--- config.mk ---
export PLATFORM = sky130hd
export DESIGN_NAME = lc4_decode_stage
export DESIGN_NICKNAME = d
export VERILOG_FILES = /design/src/rtl/lc4_pkg.sv /design/src/rtl/lc4_dx_latch.sv /design/src/rtl/lc4_decode_stage.sv
export SDC_FILE = /design/constraint.sdc
export NUM_CORES = 1
export LEC_CHECK = 0
export ABC_AREA = 1
export BUFFER_PORTS_ARGS = -buffer_cell sky130_fd_sc_hd__buf_2
export CAP_MARGIN = 15
export CORE_MARGIN = 5
export CORE_UTILIZATION = 40
export CTS_BUF_LIST = sky130_fd_sc_hd__clkbuf_4 sky130_fd_sc_hd__clkbuf_8
export DETAILED_ROUTE_END_ITERATION = 10
export PLACE_DENSITY = 0.74
export RECOVER_POWER = 100
export SLEW_MARGIN = 10
export SYNTH_ARGS = -nofsm -noshare
export SYNTH_HDL_FRONTEND = slang
export SYNTH_SLANG_ARGS = --single-unit
--- constraint.sdc ---
create_clock -name clk -period 1.8 [get_ports clk]
set_clock_uncertainty 0.05 [all_clocks]
set_input_delay 0.09 -clock clk [delete_from_list [all_inputs] [get_ports clk]]
set_output_delay 0.09 -clock clk [all_outputs]
set_load 0.005 [all_outputs]
--- src/rtl/lc4_pkg.sv ---
// Shared constants and helpers for the LC4 decode stage.
package lc4_pkg;

  localparam logic [15:0] NOP_INSN    = 16'h0000;
  localparam int          REG_IDX_W   = 3;
  localparam int          STALL_CNT_W = 16;

  localparam logic [STALL_CNT_W-1:0] STALL_CNT_MAX = {STALL_CNT_W{1'b1}};

  typedef logic [REG_IDX_W-1:0] reg_idx_t;

  // A source read conflicts with a producer register when it is actually read
  // and the indices match. R0 is general-purpose in LC4, so it is not special-cased.
  function automatic logic reg_match(input logic re, input reg_idx_t src, input reg_idx_t dst);
    return re & (src == dst);
  endfunction

endpackage

--- src/rtl/lc4_dx_latch.sv ---
// D/X pipeline latch: asynchronous active-low clear, gwe-qualified load.
// bubble_i replaces the captured instruction with a NOP bubble.
module lc4_dx_latch
  import lc4_pkg::*;
#(
  parameter int n = 16
) (
  input  logic           clk,
  input  logic           rst,
  input  logic           gwe,
  input  logic           bubble_i,
  input  logic           d_valid_i,
  input  logic [15:0]    d_pc_i,
  input  logic [15:0]    d_insn_i,
  input  reg_idx_t       d_rs_i,
  input  reg_idx_t       d_rt_i,
  input  reg_idx_t       d_rd_i,
  input  logic           d_rd_we_i,
  input  logic           d_is_load_i,
  input  logic [n-1:0]   d_rs_data_i,
  input  logic [n-1:0]   d_rt_data_i,
  output logic           x_valid_o,
  output logic [15:0]    x_pc_o,
  output logic [15:0]    x_insn_o,
  output reg_idx_t       x_rs_o,
  output reg_idx_t       x_rt_o,
  output reg_idx_t       x_rd_o,
  output logic           x_rd_we_o,
  output logic           x_is_load_o,
  output logic [n-1:0]   x_rs_data_o,
  output logic [n-1:0]   x_rt_data_o
);

  logic         valid_q,   valid_d;
  logic [15:0]  pc_q,      pc_d;
  logic [15:0]  insn_q,    insn_d;
  reg_idx_t     rs_q,      rs_d;
  reg_idx_t     rt_q,      rt_d;
  reg_idx_t     rd_q,      rd_d;
  logic         rd_we_q,   rd_we_d;
  logic         is_load_q, is_load_d;
  logic [n-1:0] rs_data_q, rs_data_d;
  logic [n-1:0] rt_data_q, rt_data_d;

  // Next latch contents: hold without gwe, bubble on request, else capture.
  always_comb begin
    valid_d   = valid_q;
    pc_d      = pc_q;
    insn_d    = insn_q;
    rs_d      = rs_q;
    rt_d      = rt_q;
    rd_d      = rd_q;
    rd_we_d   = rd_we_q;
    is_load_d = is_load_q;
    rs_data_d = rs_data_q;
    rt_data_d = rt_data_q;
    if (gwe) begin
      if (bubble_i) begin
        valid_d   = 1'b0;
        pc_d      = '0;
        insn_d    = NOP_INSN;
        rs_d      = '0;
        rt_d      = '0;
        rd_d      = '0;
        rd_we_d   = 1'b0;
        is_load_d = 1'b0;
        rs_data_d = '0;
        rt_data_d = '0;
      end else begin
        valid_d   = d_valid_i;
        pc_d      = d_pc_i;
        insn_d    = d_insn_i;
        rs_d      = d_rs_i;
        rt_d      = d_rt_i;
        rd_d      = d_rd_i;
        // An invalid slot must never look like a producer to the hazard check.
        rd_we_d   = d_rd_we_i & d_valid_i;
        is_load_d = d_is_load_i & d_valid_i;
        rs_data_d = d_rs_data_i;
        rt_data_d = d_rt_data_i;
      end
    end
  end

  // Latch registers, cleared to a bubble while reset is held.
  always_ff @(posedge clk or negedge rst) begin
    if (!rst) begin
      valid_q   <= 1'b0;
      pc_q      <= '0;
      insn_q    <= NOP_INSN;
      rs_q      <= '0;
      rt_q      <= '0;
      rd_q      <= '0;
      rd_we_q   <= 1'b0;
      is_load_q <= 1'b0;
      rs_data_q <= '0;
      rt_data_q <= '0;
    end else begin
      valid_q   <= valid_d;
      pc_q      <= pc_d;
      insn_q    <= insn_d;
      rs_q      <= rs_d;
      rt_q      <= rt_d;
      rd_q      <= rd_d;
      rd_we_q   <= rd_we_d;
      is_load_q <= is_load_d;
      rs_data_q <= rs_data_d;
      rt_data_q <= rt_data_d;
    end
  end

  assign x_valid_o   = valid_q;
  assign x_pc_o      = pc_q;
  assign x_insn_o    = insn_q;
  assign x_rs_o      = rs_q;
  assign x_rt_o      = rt_q;
  assign x_rd_o      = rd_q;
  assign x_rd_we_o   = rd_we_q;
  assign x_is_load_o = is_load_q;
  assign x_rs_data_o = rs_data_q;
  assign x_rt_data_o = rt_data_q;

endmodule

--- src/rtl/lc4_decode_stage.sv ---
// LC4 decode stage: load-use hazard detection, stall counter, optional
// Writeback-to-Decode bypass, and the D/X latch.
// Build option: define LC4_WD_BYPASS_EN to forward the Writeback value into
// the captured register data when it targets a Decode source register.
module lc4_decode_stage
  import lc4_pkg::*;
#(
  parameter int n = 16
) (
  input  logic                   clk,
  input  logic                   rst,
  input  logic                   gwe,
  input  logic                   i_d_valid,
  input  logic [15:0]            i_d_pc,
  input  logic [15:0]            i_d_insn,
  input  logic [REG_IDX_W-1:0]   i_d_rs,
  input  logic [REG_IDX_W-1:0]   i_d_rt,
  input  logic [REG_IDX_W-1:0]   i_d_rd,
  input  logic                   i_d_rs_re,
  input  logic                   i_d_rt_re,
  input  logic                   i_d_rd_we,
  input  logic                   i_d_is_load,
  input  logic [n-1:0]           i_rs_data,
  input  logic [n-1:0]           i_rt_data,
  input  logic [REG_IDX_W-1:0]   i_w_rd,
  input  logic                   i_w_rd_we,
  input  logic [n-1:0]           i_w_wdata,
  input  logic                   i_flush,
  output logic                   o_x_valid,
  output logic [15:0]            o_x_pc,
  output logic [15:0]            o_x_insn,
  output logic [REG_IDX_W-1:0]   o_x_rs,
  output logic [REG_IDX_W-1:0]   o_x_rt,
  output logic [REG_IDX_W-1:0]   o_x_rd,
  output logic                   o_x_rd_we,
  output logic                   o_x_is_load,
  output logic [n-1:0]           o_x_rs_data,
  output logic [n-1:0]           o_x_rt_data,
  output logic                   o_stall,
  output logic [STALL_CNT_W-1:0] o_stall_cnt
);

  logic                   load_use;
  logic                   bubble;
  logic [n-1:0]           rs_data_fwd;
  logic [n-1:0]           rt_data_fwd;
  logic [STALL_CNT_W-1:0] stall_cnt_q, stall_cnt_d;

  // Load in X whose result a valid Decode instruction needs next cycle.
  always_comb begin
    load_use = o_x_valid & o_x_is_load & o_x_rd_we & i_d_valid &
               (reg_match(i_d_rs_re, i_d_rs, o_x_rd) | reg_match(i_d_rt_re, i_d_rt, o_x_rd));
  end

  // A flush kills Decode outright, so it masks any stall for that cycle.
  assign o_stall = load_use & ~i_flush;
  assign bubble  = i_flush | o_stall;

`ifdef LC4_WD_BYPASS_EN
  // Forward the value being written this cycle onto matching source reads.
  always_comb begin
    rs_data_fwd = (i_w_rd_we && (i_w_rd == i_d_rs)) ? i_w_wdata : i_rs_data;
    rt_data_fwd = (i_w_rd_we && (i_w_rd == i_d_rt)) ? i_w_wdata : i_rt_data;
  end
`else
  // Register file provides write-before-read; the write port is informational only.
  logic unused_wb_port;
  assign unused_wb_port = ^{i_w_rd, i_w_rd_we, i_w_wdata};

  always_comb begin
    rs_data_fwd = i_rs_data;
    rt_data_fwd = i_rt_data;
  end
`endif

  // Saturating count of stall cycles actually taken (gwe edges only).
  always_comb begin
    stall_cnt_d = stall_cnt_q;
    if (gwe && o_stall && (stall_cnt_q != STALL_CNT_MAX)) begin
      stall_cnt_d = stall_cnt_q + 1'b1;
    end
  end

  // Stall counter register.
  always_ff @(posedge clk or negedge rst) begin
    if (!rst) begin
      stall_cnt_q <= '0;
    end else begin
      stall_cnt_q <= stall_cnt_d;
    end
  end

  assign o_stall_cnt = stall_cnt_q;

  lc4_dx_latch #(.n(n)) u_dx_latch (
    .clk         (clk),
    .rst         (rst),
    .gwe         (gwe),
    .bubble_i    (bubble),
    .d_valid_i   (i_d_valid),
    .d_pc_i      (i_d_pc),
    .d_insn_i    (i_d_insn),
    .d_rs_i      (i_d_rs),
    .d_rt_i      (i_d_rt),
    .d_rd_i      (i_d_rd),
    .d_rd_we_i   (i_d_rd_we),
    .d_is_load_i (i_d_is_load),
    .d_rs_data_i (rs_data_fwd),
    .d_rt_data_i (rt_data_fwd),
    .x_valid_o   (o_x_valid),
    .x_pc_o      (o_x_pc),
    .x_insn_o    (o_x_insn),
    .x_rs_o      (o_x_rs),
    .x_rt_o      (o_x_rt),
    .x_rd_o      (o_x_rd),
    .x_rd_we_o   (o_x_rd_we),
    .x_is_load_o (o_x_is_load),
    .x_rs_data_o (o_x_rs_data),
    .x_rt_data_o (o_x_rt_data)
  );

endmodule

---- Word-level counts from Yosys, hierarchy flattened ----
Cells that the tools add are included.
word-level totals
  output and inout bits ................... 93
  latch bits .............................. 0
  ROM bits ................................ 0
  register bits after elaboration ......... 92
  memories kept ........................... 0
  input port bits ......................... 102
  memory bits (writable) .................. 0
  word-level logic and storage cells ...... 39
cells by class
  mux-type cells .......................... 10
  div/mod/pow operators ................... 0
  equality and inequality tests ........... 3
  bitwise operators ....................... 12
  add/subtract/negate cells ............... 1
  shifts and indexed selects .............. 0
  $mul .................................... 0
  magnitude comparators ................... 0
  reductions and logical operators ........ 2
operator list
  operator                                                          count
  16-bit 2-to-1 mux                                                 4
  16-bit by 1-bit adder with 16-bit output (second input constant)  1
  16-bit != test (second input constant)                            1
  1-bit AND                                                         9
  3-bit 2-to-1 mux                                                  3
  3-bit equality test                                               2
  1-bit 2-to-1 mux                                                  3
  1-bit logical AND                                                 2
  1-bit bitwise OR                                                  2
  1-bit NOT                                                         1

---- Logic depth before layout (Yosys ltp) ----
Gate-level depths: netlist (run 1).
  depth after elaboration ................. 7
  depth in mapped cells ................... 11
  gate-level depth less buffers ........... 10

---- By module ----
A second synthesis (run 1) with hierarchy kept.
second synthesis, totals
  cell total of the unflattened synthesis .. 523
  area, all modules ....................... 4,342.9 um^2
modules (own cells, without submodules)
  module            area each (um^2)  cells an instance  instances  seq. area each (um^2)
  lc4_dx_latch      3,071.7           331                1          1,901.8
  lc4_decode_stage  1,271.2           192                1          400.4

---- Worst setup path before layout (run 1) ----
No wires, ideal clock.
  kind .................................... register to register
  start point ............................. register stall_cnt_q[0] (netlist: o_stall_cnt[0])
  end point ............................... register stall_cnt_q[5] (netlist: o_stall_cnt[5])
  period minus slack after synthesis ...... 1,602 ps
  stages on the path, launching flop included .. 9
  data required time ...................... 1,629 ps
  setup time .............................. 121 ps
  data arrival time ....................... 1,431 ps
  buffers on the path ..................... 0
  setup slack ............................. 198 ps
  cell sequence ........................... dfrtp_1 > ha_1 > nand2_1 > nor2_2 > nand4_1 > nor3_1 > inv_1 > nand3_1 > nand2_1
between the ends
  longest elaborated chain between the ends .. 2
  elaborated cells between the ends (all ways) .. 3
  classes of those cells .................. add/sub (1); eq/ne (1); reduce/logical (1)
RTL lines
  what                                                                              RTL line                source
  start: declaration                                                                lc4_decode_stage.sv:47  logic [STALL_CNT_W-1:0] stall_cnt_q, stall_cnt_d;
  start signal: assignment                                                          lc4_decode_stage.sv:89  stall_cnt_q <= stall_cnt_d;
  branches (longest 2 deep; another with 16-bit by 1-bit adder with 16-bit output)  n/a
Several ways; the timed one is not identified.
A chain may end at the register's enable or synchronous reset.

---- Worst setup path in the final report (run 1) ----
  start point ............................. register u_dx_latch.rd_q[0] (netlist: u_dx_latch.x_rd_o[0])
  end point ............................... output port o_stall
between the ends
  longest elaborated chain between the ends .. 5
  elaborated cells between the ends (all ways) .. 7
  classes of those cells .................. eq/ne (2); bitwise (5)
RTL lines
  what                      RTL line                source
  start: declaration        lc4_dx_latch.sv:39      reg_idx_t rd_q, rd_d;
  start signal: assignment  lc4_dx_latch.sv:104     rd_q <= rd_d;
  3-bit equality test       lc4_pkg.sv:15           return re & (src == dst);
  1-bit AND                 lc4_pkg.sv:15
  1-bit bitwise OR (*)      lc4_decode_stage.sv:52  (reg_match(i_d_rs_re, i_d_rs, o_x_rd) | reg_match(i_d_rt_re, i_d_rt, o_x_rd));
  1-bit AND (*)             lc4_decode_stage.sv:51  load_use = o_x_valid & o_x_is_load & o_x_rd_we & i_d_valid &
  1-bit AND (*)             lc4_decode_stage.sv:56  assign o_stall = load_use & ~i_flush;
  end: declaration          lc4_decode_stage.sv:39  output logic o_stall,
Every way passes the cells marked *; elsewhere a longest branch is shown, timed or not.

==> results of run 1 <==
-- cell usage after synthesis (all sizes together) --
| cell type | instances | area, um2 |
|---|---|---|
| buf | 19 | 113 |
| nand2 | 201 | 762 |
| o21bai | 16 | 120 |
| clkbuf | 9 | 33.8 |
| a21oi | 2 | 21.3 |
| dfrtp | 92 | 2300 |
| xor2 | 2 | 17.5 |
| nor3 | 2 | 10.0 |
| inv | 49 | 184 |
| o21ai | 5 | 25.0 |
| nand4 | 5 | 46.3 |
| nor2 | 17 | 78.8 |
| ha | 1 | 12.5 |
| nand3 | 99 | 508 |
-- cell type report --
cell class,instances,area (um2)
Sequential cell,92,2300
Tap cell,136,170
Clock buffer,12,153
Fill cell,883,4110
Timing Repair Buffer,266,1730
Clock inverter,2,60.1
Multi-Input combinational cell,350,1620
Inverter,49,184
-- kinds of logic after synthesis --
logic type | count (synthesis) | share of synthesized area, %
AND/OR/NAND/NOR | 324 | 33.2
XOR/XNOR | 2 | 0.414
adder cells (fa/ha/maj) | 1 | 0.295
buffers and inverters | 77 | 7.80
AO/OA/AOI/OAI | 23 | 3.93
flip-flops | 92 | 54.4
-- state kept, by name (all words and copies together) (netlist names) --
name,flops
u_dx_latch.x_insn_o,16
u_dx_latch.x_valid_o,1
u_dx_latch.x_rd_we_o,1
u_dx_latch.x_pc_o,16
u_dx_latch.x_rs_o,3
u_dx_latch.x_rd_o,3
u_dx_latch.x_rs_data_o,16
u_dx_latch.x_is_load_o,1
u_dx_latch.x_rt_data_o,16
u_dx_latch.x_rt_o,3
o_stall_cnt,16
-- per-stage QoR --
stage | setup TNS, ns | power (mW)
detailed placement | 0 | 2.88
finish | 0 | 4.49
CTS | 0 | 4.53
global placement | 0 | 2.86
floorplan | 0 | 2.54
global route | -0.0114 | 4.70
-- critical path, stage by stage (launching register included) --
cell and delay [ns]:
dfrtp_1 0.43, inv_2 0.05, nand2_1 0.05, nand2_1 0.04
nor2_1 0.12, nand2_1 0.11, nand2_4 0.12, nand3_4 0.09
inv_2 0.08, buf_2 0.11
-- routing by layer --
metal  up-vias  part of all wire [%]  GRT usage [%]
li1       2132                     -              -
met1      2078                    40           26.1
met2       176                    49           35.4
met3        36                   7.9           6.52
met4         0                   2.9           8.25
met5         -                     0              0
-- repair_timing --
action | in CTS | in global routing
hold buffers | 77 | 0
endpoints found under the setup margin | 0 | 19
hold endpoints to repair | 168 | 0
setup buffers | 0 | 4
gates resized for setup | 0 | 5
-- power groups by stage --
stage / Sequential (mW) / Combinational (mW) / Clock, mW
final: 2.28 / 0.688 / 1.53
after global routing: 2.29 / 0.765 / 1.64
after CTS: 2.27 / 0.701 / 1.56
after detailed placement: 2.31 / 0.573 / 0
after global placement: 2.30 / 0.556 / 0
after floorplan: 2.32 / 0.221 / 0
-- final timing paths --
path / from / to / slack (ns) / depth (start not counted)
worst min register to register: u_dx_latch.x_rs_data_o[8] / u_dx_latch.x_rs_data_o[8] / 0.43 / 2
worst max-delay path: u_dx_latch.x_rd_o[0] / o_stall / 0.10 / 9
min in group asynchronous: rst / u_dx_latch.x_rs_data_o[5] / 0.32 / 2
worst min-delay path: i_flush / u_dx_latch.x_rt_o[1] / 0.21 / 5
worst max register to register: u_dx_latch.x_rd_o[2] / u_dx_latch.x_rt_data_o[12] / 0.11 / 10
max in group asynchronous: rst / u_dx_latch.x_rt_data_o[4] / 0.40 / 3
==> qor.yml, run 1 <==
diodes: 0
rsz0062_at_grt: "true"
die_h_um: 113
ys_seq_area_share_pct: 54.4
synth_cells: 519
clk_latency_ns: 0.35
grt_pass1_wl_um: 22300
synth.cell_area_um2: 4230
leakage_nw: 3.46
final_common_cell: "nand2_1"
criticalPathCategory: "flop to output port"
wl_per_cell_um: 14.9
p_comb_share_pct: 15.3
antenna_found_initial: 0
hold_slack_ns: 0.211
syn_nets: 622
critPathLaunchType: "flop"
fin_util_pct: 60.2
fin_ws_ns: 0.103
synth.distinct_cells: 24
drv_slew: 0
ys_seq_elements: 92
dr.pass1.iters: 6
crit_fanout: 5
path_clk_slew_ns: 0.09
core-area_um2: 10300
gp_congestion: 0.817
worstPathRequired_ns: 1.66
dp.cells: 812
yosysWarnings: 0
post-route-min-period_ns: 1.70
clockPowerShare_pct: 34.0
powerDensity_nw_per_um2: 723
dr.first_iter.drc_count: 261
drc: 0
antenna_left: 0
grt_usage_pct: 21.4
setup_violations: 0
port_buffers: 174
cts_inserted_buffers: 9
fmax_mhz: 589
viasPerCell: 4.88
place_area_um2: 5250
hpwl_um: 8490
power.switching_mw: 1.13
avgSynthCellArea_um2: 8.16
hold_viol_final: 0
stdcell_count: 907
vdd_drop_max_uv: 515
worst-slew-pin-transition_ns: 0.882
period_share_pct: 94.3
cts_tree: "done"
fin_nets: 871
initial_core_util_pct: 41.0
outcome: "finished clean"
grt_overflow: 0
grt_pass1_vias: 4615
grt_max_degree: 78
maxCapViolations: 0
worstHoldPathType: "input port to flop"
cp.arrival_ns: 1.56
seq_power_share_pct: 50.7
drive_gt1_share_pct: 21.3
p_int_mw: 3.36
cts.sink_count: 92
cts.path.max_buffers: 2
sw_frac_of_total_pct: 25.1
area_growth_pct: 46.8
cp-end-kind: "output port"
die_area_um2: 12700
htreeDepth: 3
rows: 37
pre_cts_ws_ns: 0.128
cts-root-buf: "clkbuf_8"
vias: 4422
ios: 195
die_w_um: 113
routed_wl_um: 13500
design_area_um2: 6220
relSlewSlack_pct: 41.2
layout_common_cells: "nand2_1, buf_2, nand3_1, dfrtp_1, dlygate4sd3_1"
No activity file was read; power rests on OpenSTA's default activity.
==> inputs of run 2 (changes only) <==
--- a/config.mk
+++ b/config.mk
@@ -6,13 +6,13 @@
 export NUM_CORES = 1
 export LEC_CHECK = 0
 export ABC_AREA = 1
-export BUFFER_PORTS_ARGS = -buffer_cell sky130_fd_sc_hd__buf_2
 export CAP_MARGIN = 15
 export CORE_MARGIN = 5
 export CORE_UTILIZATION = 40
 export CTS_BUF_LIST = sky130_fd_sc_hd__clkbuf_4 sky130_fd_sc_hd__clkbuf_8
 export DETAILED_ROUTE_END_ITERATION = 10
-export PLACE_DENSITY = 0.74
+export DONT_BUFFER_PORTS = 1
+export PLACE_DENSITY = 0.58
 export RECOVER_POWER = 100
 export SLEW_MARGIN = 10
 export SYNTH_ARGS = -nofsm -noshare
==> qor.yml, run 2 (synthesis gave the netlist of run 1 again) <==
cp_common_cell: "nand2_1"
relSlewSlack_pct: 76.6
fin_ws_ns: 0.126
grt_pass1_vias: 3874
cp.arrival_ns: 1.90
rows: 37
cp-end-kind: "flop"
design_area_um2: 5480
critPathBufInv: 3
place_area_um2: 4370
dr.first_iter.drc_count: 226
antenna_left: 0
path_clk_slew_ns: 0.09
ios: 195
dp.cells: 637
layout_common_cells: "nand2_1, nand3_1, dfrtp_1, dlygate4sd3_1, inv_1"
outcome: "finished, violations left"
grt_usage_pct: 18.7
area_growth_pct: 29.5
pre_cts_ws_ns: 0.129
cts_tree: "done"
violations: "negative hold slack"
max_stage_delay_ns: 0.46
clk_latency_ns: 0.35
initial_core_util_pct: 41.0
fillers: 937
p_total_mw: 4.19
fin_util_pct: 53.1
rsz0062_at_grt: "false"
hold_viol_final: 92
final_common_cell: "nand2_1"
crit_fanout: 16
fin_nets: 699
drc: 0
cts_inserted_buffers: 9
worstHoldPathType: "input port to async pin"
worst-slew-pin-transition_ns: 0.350
criticalPathCategory: "flop to flop"
drive_gt1_share_pct: 7.67
stdcell_count: 736
grt_pass1_wl_um: 19300
powerDensity_nw_per_um2: 765
grt_overflow: 0
antenna_found_initial: 0
critPathLaunchType: "flop"
multiInputGateArea_um2: 1610
wl_per_cell_um: 17.4
period_share_pct: 93.0
setup_violations: 0
die_h_um: 113
seq_area_um2: 2300
cts-root-buf: "clkbuf_8"
port_buffers: 0
cts.path.max_buffers: 2
hpwl_um: 7070
die_w_um: 113
core-area_um2: 10300
htreeDepth: 3
drv_slew: 0
vdd_drop_max_uv: 407
leakage_nw: 2.95
fin_setup_tns_ns: 0
dr.pass1.iters: 4
grt_max_degree: 93
vias: 3732
crit_slowest_cell: "dfrtp_2"
cts.sink_count: 92
cp_top_family: "flip-flops"
hold_slack_ns: -0.630
die_area_um2: 12700
gp_congestion: 0.793
routed_wl_um: 12800
viasPerCell: 5.07
cp_cell_sequence: "inv_1 -> nand2_1 -> nand2_1 -> nor2_1 -> nand2_1 -> nand2_4 -> a21oi_4 -> buf_12 -> clkbuf_16 -> nand3_1 -> o21ai_0"
post-route-min-period_ns: 1.67
worstPathRequired_ns: 2.02
maxCapViolations: 0
diodes: 0
fmax_mhz: 597
## run 2: cell types whose count changed in the layout (fill, tap and decap cells not counted), moves of 2 or more
cell | previous run | this run
buf_2 | 120 | 0
clkbuf_1 | 54 | 1
clkbuf_4 | 5 | 0
buf_4 | 8 | 5
clkbuf_16 | 0 | 2
clkbuf_8 | 10 | 12
clkinv_2 | 0 | 2
dfrtp_1 | 92 | 90
dfrtp_2 | 0 | 2
## run 2: layout make-up
type | instances | share of cell area, %
clock inverters | 4 | 0.890
multi-input cells | 351 | 29.4
repair buffers | 93 | 18.4
inverters | 49 | 3.35
clock buffers | 11 | 2.76
flip-flops and latches | 92 | 42.0
well taps | 136 | 3.10
## run 2: worst paths after layout
kind	from	endpoint	slack, ns	depth (start not counted)
worst max-delay path	u_dx_latch.x_rd_o[1]	u_dx_latch.x_rd_o[0]	0.13	11
worst min-delay path	rst	u_dx_latch.x_insn_o[11]	-0.63	0
worst max register to register	u_dx_latch.x_rd_o[1]	u_dx_latch.x_rd_o[0]	0.13	11
worst min register to register	u_dx_latch.x_pc_o[12]	u_dx_latch.x_pc_o[12]	0.46	2
max in group asynchronous	rst	u_dx_latch.x_pc_o[0]	2.21	0
min in group clk	gwe	o_stall_cnt[3]	0.04	3
## run 2: timing repair
action	CTS	global route
gates resized for setup	0	7
hold buffers	77	1
endpoints found under the hold margin	168	95
buffers inserted	0	1
setup endpoints to repair	0	78
## run 2: per-layer routing
layer | GRT usage, % | up-vias | wire length (um)
li1 | - | 1788 | -
met1 | 22.5 | 1789 | 5330
met5 | 0 | - | 0
met3 | 5.40 | 10 | 1060
met2 | 31.9 | 145 | 6300
met4 | 6.81 | 0 | 127
## run 2: worst register-to-register path: cells and delay by family (launching register included)
family / cells / cell delay [ns]
buffers and inverters: 3 / 0.43
DFF: 1 / 0.46
AOI/OAI and AO/OA: 2 / 0.26
and+or+nand+nor: 6 / 0.41
## run 2: power breakdown
| group | internal [mW] | switching (mW) |
|---|---|---|
| combinational | 0.227 | 0.222 |
| clock | 0.709 | 0.714 |
| sequential | 2.20 | 0.124 |
==> inputs of run 3 (changes only) <==
--- a/config.mk
+++ b/config.mk
@@ -6,13 +6,13 @@
 export NUM_CORES = 1
 export LEC_CHECK = 0
 export ABC_AREA = 1
+export BUFFER_PORTS_ARGS = -buffer_cell sky130_fd_sc_hd__buf_2
 export CAP_MARGIN = 15
 export CORE_MARGIN = 5
 export CORE_UTILIZATION = 40
 export CTS_BUF_LIST = sky130_fd_sc_hd__clkbuf_4 sky130_fd_sc_hd__clkbuf_8
 export DETAILED_ROUTE_END_ITERATION = 10
-export DONT_BUFFER_PORTS = 1
-export PLACE_DENSITY = 0.58
+export PLACE_DENSITY = 0.74
 export RECOVER_POWER = 100
 export SLEW_MARGIN = 10
 export SYNTH_ARGS = -nofsm -noshare
==> constraint.sdc (replaced) <==
create_clock -name clk -period 1.6 [get_ports clk]
set_clock_uncertainty 0.05 [all_clocks]
set_input_delay 0.08 -clock clk [delete_from_list [all_inputs] [get_ports clk]]
set_output_delay 0.08 -clock clk [all_outputs]
set_load 0.005 [all_outputs]
==> qor.yml, run 3 (synthesis gave the netlist of run 1 again) <==
cp.arrival_ns: 1.98
grt_max_degree: 76
hpwl_um: 8710
diodes: 0
viasPerCell: 4.99
p_total_mw: 4.84
fin_ws_ns: -0.131
maxCapViolations: 0
grt_usage_pct: 22.0
cts-root-buf: "clkbuf_8"
antenna_left: 0
crit_slowest_cell: "dfrtp_2"
crit_fanout: 10
port_buffers: 174
die_h_um: 113
fmax_mhz: 578
dp.cells: 814
grt_pass1_vias: 4609
vdd_drop_max_uv: 463
final_common_cell: "nand2_1"
fin_nets: 877
drive_gt1_share_pct: 23.9
rrSetupSlack_ns: -0.13
clk_latency_ns: 0.36
antenna_found_initial: 0
cts.path.max_buffers: 2
powerDensity_nw_per_um2: 757
dr.first_iter.drc_count: 295
routed_wl_um: 14500
rsz0062_at_grt: "true"
gp_congestion: 0.935
htreeDepth: 3
cp-end-kind: "flop"
min_from: "gwe"
hold_path_end: "u_dx_latch.x_rs_data_o[7]"
cp_cell_sequence: "buf_6 -> nor2_4 -> nor2_2 -> nand2_2 -> nand2_4 -> a21oi_4 -> buf_12 -> clkbuf_16 -> nand3_1 -> nand2_1"
die_area_um2: 12700
grt_pass1_wl_um: 22700
area_growth_pct: 50.9
ios: 195
grt_overflow: 0
hold_viol_final: 0
wl_per_cell_um: 15.8
critPathBufInv: 3
cts_inserted_buffers: 9
post-route-min-period_ns: 1.73
hold_slack_ns: 0.0376
violations: "negative setup slack"
worstHoldPathType: "input port to flop"
worstRegToRegCells: 10
relSlewSlack_pct: 50.5
cp_top_family: "buffers and inverters"
leakage_nw: 3.50
die_w_um: 113
max_stage_delay_ns: 0.45
layout_common_cells: "nand2_1, buf_2, dfrtp_1, nand3_1, dlygate4sd3_1"
drc: 0
drv_slew: 0
period_share_pct: 108
outcome: "finished, violations left"
setup_violations: 70
r2r_end: "u_dx_latch.x_pc_o[11]"
path_clk_slew_ns: 0.10
cts.sink_count: 92
critPathLaunchType: "flop"
initial_core_util_pct: 41.0
dr.pass1.iters: 5
worstPathRequired_ns: 1.85
min_path_cells: 3
cts_tree: "done"
rows: 37
regToRegStartpoint: "u_dx_latch.x_rd_o[0]"
core-area_um2: 10300
vias: 4565
fillers: 871
worst-slew-pin-transition_ns: 0.743
criticalPathCategory: "flop to flop"
stdcell_count: 915
[run 3: cell count changes in the layout (fill, tap and decap cells not counted), sizes merged]
cell and delta:
clkinv +1, nand4 -1, clkinvlp +2, buf +119
clkbuf +58, inv +1, bufinv -1
[run 3: how the worst max path moves through the flow]
stage,slack (ns),depth (start not counted),end,startpoint
2_1_floorplan,0.09,9,o_stall_cnt[15],o_stall_cnt[0]
3_3_place_gp,0.04,10,u_dx_latch.x_rs_data_o[1],u_dx_latch.x_rd_o[2]
3_5_place_dp,-0.02,9,o_stall_cnt[1],u_dx_latch.x_rd_o[0]
4_1_cts,-0.1,9,o_stall,u_dx_latch.x_rd_o[2]
5_1_grt,-0.19,10,u_dx_latch.x_rs_o[1],u_dx_latch.x_rd_o[0]
6_report,-0.13,10,u_dx_latch.x_pc_o[11],u_dx_latch.x_rd_o[0]
[run 3: final cells by class]
class                      instances  area [um2]  share of cell area, %
clock buffer                       9         124                   1.94
clock inverter                     7        51.3                  0.803
inverter                          49         184                   2.88
multi-input combinational        350        1690                   26.5
sequential                        92        2300                   36.1
tap                              136         170                   2.66
timing repair buffer             272        1860                   29.2
[run 3: power breakdown]
| part | leakage, nW | internal [mW] | switching, mW | total (mW) |
|---|---|---|---|---|
| Combinational | 2.28 | 0.408 | 0.430 | 0.838 |
| Sequential | 1.13 | 2.47 | 0.0995 | 2.57 |
| Clock | 0.0856 | 0.570 | 0.860 | 1.43 |
| Total | 3.50 | 3.45 | 1.39 | 4.84 |
[run 3: tightest hold or removal path: stages]
cell	delay [ns]
buf_2	0.18
nand3_1	0.10
nand2_1	0.04
[run 3: metrics by stage]
step	instance area, um2	setup TNS, ns	util (%)	setup slack (ns)
4_1_cts	6270	-2.97	60.7	-0.0994
3_5_place_dp	5300	-0.0561	51.3	-0.0190
5_1_grt	6390	-12.44	61.9	-0.187
2_1_floorplan	4240	0	-	0.0884
3_3_place_gp	5300	0	51.3	0.0386
6_report	6390	-5.45	61.9	-0.131
[run 3: timing repair]
action                                 CTS  global route
buffers inserted                         2             1
hold buffers                            77             0
setup endpoints to repair               28            93
cloned                                   0             5
resized for setup                        7            27
endpoints found under the hold margin  168             0
pin swaps                                3            17
[run 3: per-layer routing]
layer	wire length [um]	part of all wire, %	GRT usage (%)
met2	7290	50	36.6
met5	0	0	0
met1	5500	38	26.3
met3	1260	8.7	7.17
met4	431	3.0	8.97
